**config.mk**
```make
export PLATFORM = sky130hd
export DESIGN_NAME = fetch_sequencer
export DESIGN_NICKNAME = d
export VERILOG_FILES = /design/src/rtl/fetch_sequencer.sv
export SDC_FILE = /design/constraint.sdc
export NUM_CORES = 1
export LEC_CHECK = 0
export BUFFER_PORTS_ARGS = -buffer_cell sky130_fd_sc_hd__buf_2
export CAP_MARGIN = 20
export CORE_MARGIN = 2
export CORE_UTILIZATION = 51
export CTS_CLUSTER_DIAMETER = 30
export CTS_CLUSTER_SIZE = 20
export DETAILED_ROUTE_END_ITERATION = 7
export PLACE_DENSITY = 0.79
export SYNTH_ARGS = -nofsm -noshare
export SYNTH_HDL_FRONTEND = slang
export SYNTH_SLANG_ARGS = --single-unit
```
**constraint.sdc**
```tcl
create_clock -name clk_addr -period 6.3 [get_ports clk_addr]
set_clock_uncertainty 0.2 [all_clocks]
set_input_delay 1.26 -clock clk_addr [delete_from_list [all_inputs] [get_ports clk_addr]]
set_output_delay 1.26 -clock clk_addr [all_outputs]
set_load 0.01 [all_outputs]
```
**src/rtl/fetch_sequencer.sv**
```systemverilog
// fetch_sequencer
// ---------------
// Instruction-fetch controller placed between a small instruction memory and
// the simple_processor datapath. It owns the program counter, which also
// serves as the memory address. Each instruction word is captured into the
// instruction register once the memory read latency has elapsed. The word is
// then handed to the datapath with a run/done handshake.
//
// Handshake: run is a one-cycle pulse meaning "ir holds a fresh instruction".
// The datapath answers with done, which may come in any EXEC cycle,
// including the run cycle itself. Each done retires exactly one instruction.
// done and pc_load are ignored outside EXEC.
//
// Ports
//   clk_addr   in   clock, every register updates on the rising edge
//   reset      in   synchronous active-high reset
//   start      in   begin/restart fetching (sampled in IDLE and HALT only)
//   DIN        in   instruction memory read data, valid MEM_LAT cycles
//                   after addr changes
//   done       in   datapath finished the current instruction
//   pc_load    in   redirect the PC to pc_in when done is accepted
//   pc_in      in   redirect target
//   addr       out  memory address (the PC register itself)
//   ir         out  instruction register
//   run        out  one-cycle pulse, ir valid
//   halted     out  high while stopped on HALT_WORD
//   instr_cnt  out  retired-instruction count, saturating at 255
//   dbg_state  out  current FSM state, for observation only
module fetch_sequencer #(
  parameter int                 ADDR_W    = 5,
  parameter int                 DATA_W    = 16,
  parameter int                 MEM_LAT   = 1,
  parameter logic [DATA_W-1:0]  HALT_WORD = 16'hFFFF
) (
  input  logic              clk_addr,
  input  logic              reset,
  input  logic              start,
  input  logic [DATA_W-1:0] DIN,
  input  logic              done,
  input  logic              pc_load,
  input  logic [ADDR_W-1:0] pc_in,
  output logic [ADDR_W-1:0] addr,
  output logic [DATA_W-1:0] ir,
  output logic              run,
  output logic              halted,
  output logic [7:0]        instr_cnt,
  output logic [1:0]        dbg_state
);

  localparam logic [1:0] S_IDLE  = 2'd0;
  localparam logic [1:0] S_FETCH = 2'd1;
  localparam logic [1:0] S_EXEC  = 2'd2;
  localparam logic [1:0] S_HALT  = 2'd3;

  // The wait counter has to reach MEM_LAT, so it needs enough bits for that value.
  localparam int              CNT_W    = (MEM_LAT < 1) ? 1 : $clog2(MEM_LAT + 1);
  localparam logic [CNT_W-1:0] LAST_CNT = CNT_W'(MEM_LAT);

  logic [1:0]        r_state;
  logic [CNT_W-1:0]  r_wait;
  logic [ADDR_W-1:0] r_pc;
  logic [DATA_W-1:0] r_ir;
  logic              r_run;
  logic              r_halted;
  logic [7:0]        r_cnt;

  logic w_fetch_last;
  logic w_is_halt;

  assign w_fetch_last = (r_wait == LAST_CNT);
  assign w_is_halt    = (DIN == HALT_WORD);

  always_ff @(posedge clk_addr) begin
    if (reset) begin
      r_state  <= S_IDLE;
      r_wait   <= '0;
      r_pc     <= '0;
      r_ir     <= '0;
      r_run    <= 1'b0;
      r_halted <= 1'b0;
      r_cnt    <= '0;
    end else begin
      // run is a pulse: it drops unless the final FETCH cycle raises it again.
      r_run <= 1'b0;
      case (r_state)
        S_IDLE: begin
          if (start) begin
            r_state <= S_FETCH;
            r_wait  <= '0;
          end
        end
        S_FETCH: begin
          if (w_fetch_last) begin
            // Advance the PC here, so a redirect to the word just fetched
            // (a tight loop) works through the normal pc_load path.
            r_ir   <= DIN;
            r_pc   <= r_pc + ADDR_W'(1);
            r_wait <= '0;
            if (w_is_halt) begin
              r_state  <= S_HALT;
              r_halted <= 1'b1;
            end else begin
              r_state <= S_EXEC;
              r_run   <= 1'b1;
            end
          end else begin
            r_wait <= r_wait + CNT_W'(1);
          end
        end
        S_EXEC: begin
          if (done) begin
            if (r_cnt != 8'hFF) r_cnt <= r_cnt + 8'd1;
            if (pc_load) r_pc <= pc_in;
            r_state <= S_FETCH;
            r_wait  <= '0;
          end
        end
        S_HALT: begin
          if (start) begin
            r_pc     <= '0;
            r_halted <= 1'b0;
            r_state  <= S_FETCH;
            r_wait   <= '0;
          end
        end
        default: r_state <= S_IDLE;
      endcase
    end
  end

  assign addr      = r_pc;
  assign ir        = r_ir;
  assign run       = r_run;
  assign halted    = r_halted;
  assign instr_cnt = r_cnt;
  assign dbg_state = r_state;

endmodule

```
# Word-level counts from Yosys, hierarchy flattened
# Index checks and enable logic that the tools add are counted.
[classes] n_mux=18 eq_ne=11 reduce_logical=11 bitwise=2 addsub=3
[op_table] cell="$mux W5" n=4
[op_table] cell="$eq A16 B16 Y1 const B" n=1
[op_table] cell="$pmux W5 S3" n=1
[op_table] cell="$ne A2 B2 Y1 const B" n=5
[op_table] cell="$add A8 B1 Y8 const B" n=1
[op_table] cell="$ne A8 B8 Y1 const B" n=1
[op_table] cell="$mux W1" n=7
[op_table] cell="$mux W2" n=3
[op_table] cell="$pmux W2 S3" n=1
[op_table] cell="$reduce_and A3 Y1" n=2
[op_table] cell="$add A5 B1 Y5 const B" n=1
[op_table] cell="$reduce_and A5 Y1" n=1
[op_table] cell="$eq A2 B2 Y1 const B" n=2
[op_table] cell="$reduce_and A2 Y1" n=2
[op_table] cell="$reduce_and A4 Y1" n=1
[op_table] cell="$pmux W1 S3" n=1
[op_table] cell="$reduce_bool A3 Y1" n=1
[op_table] cell="$reduce_or A3 Y1" n=1
[op_table] cell="$eq A2 B1 Y1 const B" n=1
[op_table] cell="$logic_not A2 Y1" n=1
[op_table] cell="$ne A2 B1 Y1 const B" n=1
[op_table] cell="$not A1 Y1" n=2
[op_table] cell="$pmux W1 S2" n=1
[op_table] cell="$reduce_bool A2 Y1" n=1
[op_table] cell="2 further kinds" n=2
[totals] elab_cells=52 ff_bits=34 out_inout_bits=33 input_bits=26

# Depth between registers and ports, before layout
[depth] word_depth=4 depth_mapped=7 depth_no_buf=6

# Worst setup path after synthesis
# OpenSTA, ideal clock, no wires.
[synth_timing] path_type="input port to flip-flop" from="input port done" to="register r_cnt[5], in the netlist instr_cnt[5]" path_stages=4 n_path_buf=0 t_arrival_ns=2.264 path_slack_ns=3.715 setup_ns=0.121 cell_sequence="nand2_1 > a211oi_1 > and3_1 > mux2_2"
[synth_between] elab_chain_len=1
[synth_rtl] item="start, declared" line="39" source="input logic done,"
[synth_rtl] item="$reduce_and A3 Y1 (no line)"
[synth_rtl] item="end signal, assigned" line="112" source="if (r_cnt != 8'hFF) r_cnt <= r_cnt + 8'd1;"
[synth_rtl] item="end, declared" line="65" source="logic [7:0] r_cnt;"
# Every way passes these cells.
# A chain may end at the register's enable or synchronous reset.

# Final worst setup path
# Same ends and word-level chain as after synthesis.

==> results.cfg <==
[status]
outcome = finished with violations
violations = DRC

[drt]
dr.pass1.iters = 7
first_iter_violations = 92
drc = 4
drt_wl_total_mm = 3.374
vias = 1464
viasPerCell = 5.343
ant_nets = 0
wire_per_inst_um = 12.31

[timing]
layout_min_cycle_time_ps = 2518
setup_slack_ps = 3782
final-hold-violation-count = 0
clock.fmax_mhz = 397.1
worstMarginPinSlew_ps = 633.5
report.final.slew_viol_count = 0
setup_viol = 0
post-route-period-util_pct = 39.97
tns_ps = 0
slew_headroom_pct = 57.77
rsz0062_at_grt = no

[run]
maxCapViolations = 0

[setup_path]
cp-endpoint = instr_cnt[5]
reg2reg_depth = 6
crit_path_start_kind = input pin
crit_start = done
r2r-start = dbg_state[0]
crit_type = in -> reg
required_ps = 6330
r2r-end = instr_cnt[5]
end_kind = flop
r2r_slack_ps = 3820
critPathMaxFanout = 5
critPathArrivalTime_ps = 2540

[floorplan]
core-area_sq_um = 2805
die_area_sq_um = 3468
start_util_pct = 54.77
num_io_pins = 59
die_x_um = 58.89
fp-row-count = 19
dieHeight_um = 58.89

[yosys]
synth_top_family_by_area = simple AND/OR/NAND/NOR gates
synthMuxAreaShare_pct = 2.036
synth_common_cells = nand2_1 (38), dfxtp_1 (34), a21oi_1 (24)
synth_edf_count = 0
syn-cell-area_sq_um = 1536
ys.flop_type = dfxtp_1
syn_area_per_cell_sq_um = 8.305
synth_compound_area_share_pct = 19.22
yosys-top-cells-area = dfxtp_1 (44%), nand2_1 (9.3%), a21oi_1 (7.8%)
async_reset_ff_share_pct = 0
synth.distinct_cells = 34
synth_most_common_cell = nand2_1
yosysTopAreaCell = dfxtp_1
synth.top_cell.area_share_pct = 44.30
yosys_register_bits = 34
yosysSeqAreaShare_pct = 44.30
syn-num-nets = 217
yosys_warnings = 0
synth_xor_area_share_pct = 2.850
syn_inst = 185
synthSimpleGateAreaFrac_pct = 22.96
synthAdderAreaFrac_pct = 4.886

[hold_path]
hold_path.class = reg -> reg

[clock_network]
clk_pin_slew_ps = 90
cts_inserted_buffers = 5
postCtsSetupBuffers = 0
post_cts_resized = 0
ctsLongestPathBuffers = 2
hold_buffers = 0
h-tree-depth = 2
cts_tree = done
clockRootBuffer = clkbuf_4
cts_sinks = 34
clock_latency_ps = 340

[power_and_ir_drop]
internal_power_mw = 0.3420
p_sw_share_pct = 27.81
leakage_nw = 0.8391
p_comb_share_pct = 18.7
pwr-share-seq_pct = 50.3
p_per_area_nw_per_um2 = 247.6
clkPwrFrac_pct = 31.0
power_switching_mw = 0.1317
ir_drop_mv = 0.1619

[place]
gp_congestion = 0.7800
portBuffers = 58
preCtsSetupSlack_ps = 3439
placed_cells = 266
hpwl_mm = 2.458

[global_route]
busiest_layer = met2
gr-total-overflow = 0
grt_start_max_net_pins = 36
grt_use_met1_pct = 26.72
met3_usage_pct = 7.253
grt_util_met2_pct = 33.97
grt_pass1_vias = 1318
grt_usage_pct = 21.22
antenna_found_initial = 0
grt_pass1_wl_mm = 5.589

[layout]
n_antenna_cell = 0
finish.utilization_pct = 68.20
syn2layout_area_growth_pct = 24.51
layout.cells.non_filler = 274
nNetsFinal = 274
drive_gt1_share_pct = 28.40
## routing by layer
metal	vias to the layer above	wire [um]
li1	762	-
met1	639	1546
met2	56	1524
met3	7	257
met4	0	46
met5	-	0
## power by group through the flow
| stage | Sequential [mW] | Combinational (mW) | Clock (mW) |
|---|---|---|---|
| 2_1_floorplan | 0.248 | 0.0539 | 0 |
| 3_3_place_gp | 0.244 | 0.0876 | 0 |
| 3_5_place_dp | 0.244 | 0.0888 | 0 |
| 4_1_cts | 0.239 | 0.0892 | 0.150 |
| 5_1_grt | 0.241 | 0.101 | 0.161 |
| 6_report | 0.238 | 0.0886 | 0.147 |
## layout make-up
cell class	instances	area, sq um
tap	31	38.79
inverter	7	26.28
multi-input combinational	136	798.3
timing repair buffer	58	290.3
clock buffer	8	78.83
fill	261	892.1
sequential	34	680.7
## metrics by stage
stage / instance area [sq um] / power, mW / hold WS, ps
2_1_floorplan: 1536 / 0.3021 / 280.5
3_3_place_gp: 1834 / 0.3312 / 239.4
3_5_place_dp: 1834 / 0.3325 / 244.3
4_1_cts: 1913 / 0.4776 / 258.4
5_1_grt: 1913 / 0.5030 / 278.1
6_report: 1913 / 0.4737 / 254.0
## cell families after synthesis
logic type	Yosys count
buf+inv	15
xor+xnor	5
fa+ha+maj	6
flops	34
compound gates	44
mux	3
simple gates	78
## cell usage in the layout, fill, tap and decap left out, types with 3 or more instances in the layout
cell and count:
buf_2 58, nand2_1 38, dfxtp_1 34, a21oi_1 24, nor2_1 15, inv_1 7, ha_1 6, nand4_1 5
xnor2_1 5, a211oi_1 5, clkbuf_4 5, nor3_1 4, nand3_1 4, and3_1 3, clkbuf_8 3
## registers in the layout (all words and copies together), names as in the netlist
register	count
ir	16
halted	1
r_wait	1
instr_cnt	8
addr	5
dbg_state	2
run	1
## critical path, stage by stage
cell,delay (ps)
buf_2,110
nand2_1,120
a211oi_1,500
and3_1,230
mux2_2,320
## how the worst min path moves through the flow
stage	from	end	cells after the start
after floorplan	ir[0]	ir[0]	2
after global placement	ir[1]	ir[1]	2
after detailed placement	ir[8]	ir[8]	2
after CTS	ir[8]	ir[8]	2
after global routing	ir[14]	ir[14]	2
final	ir[2]	ir[2]	2
Note: power is estimated with default switching activity, not from simulation.
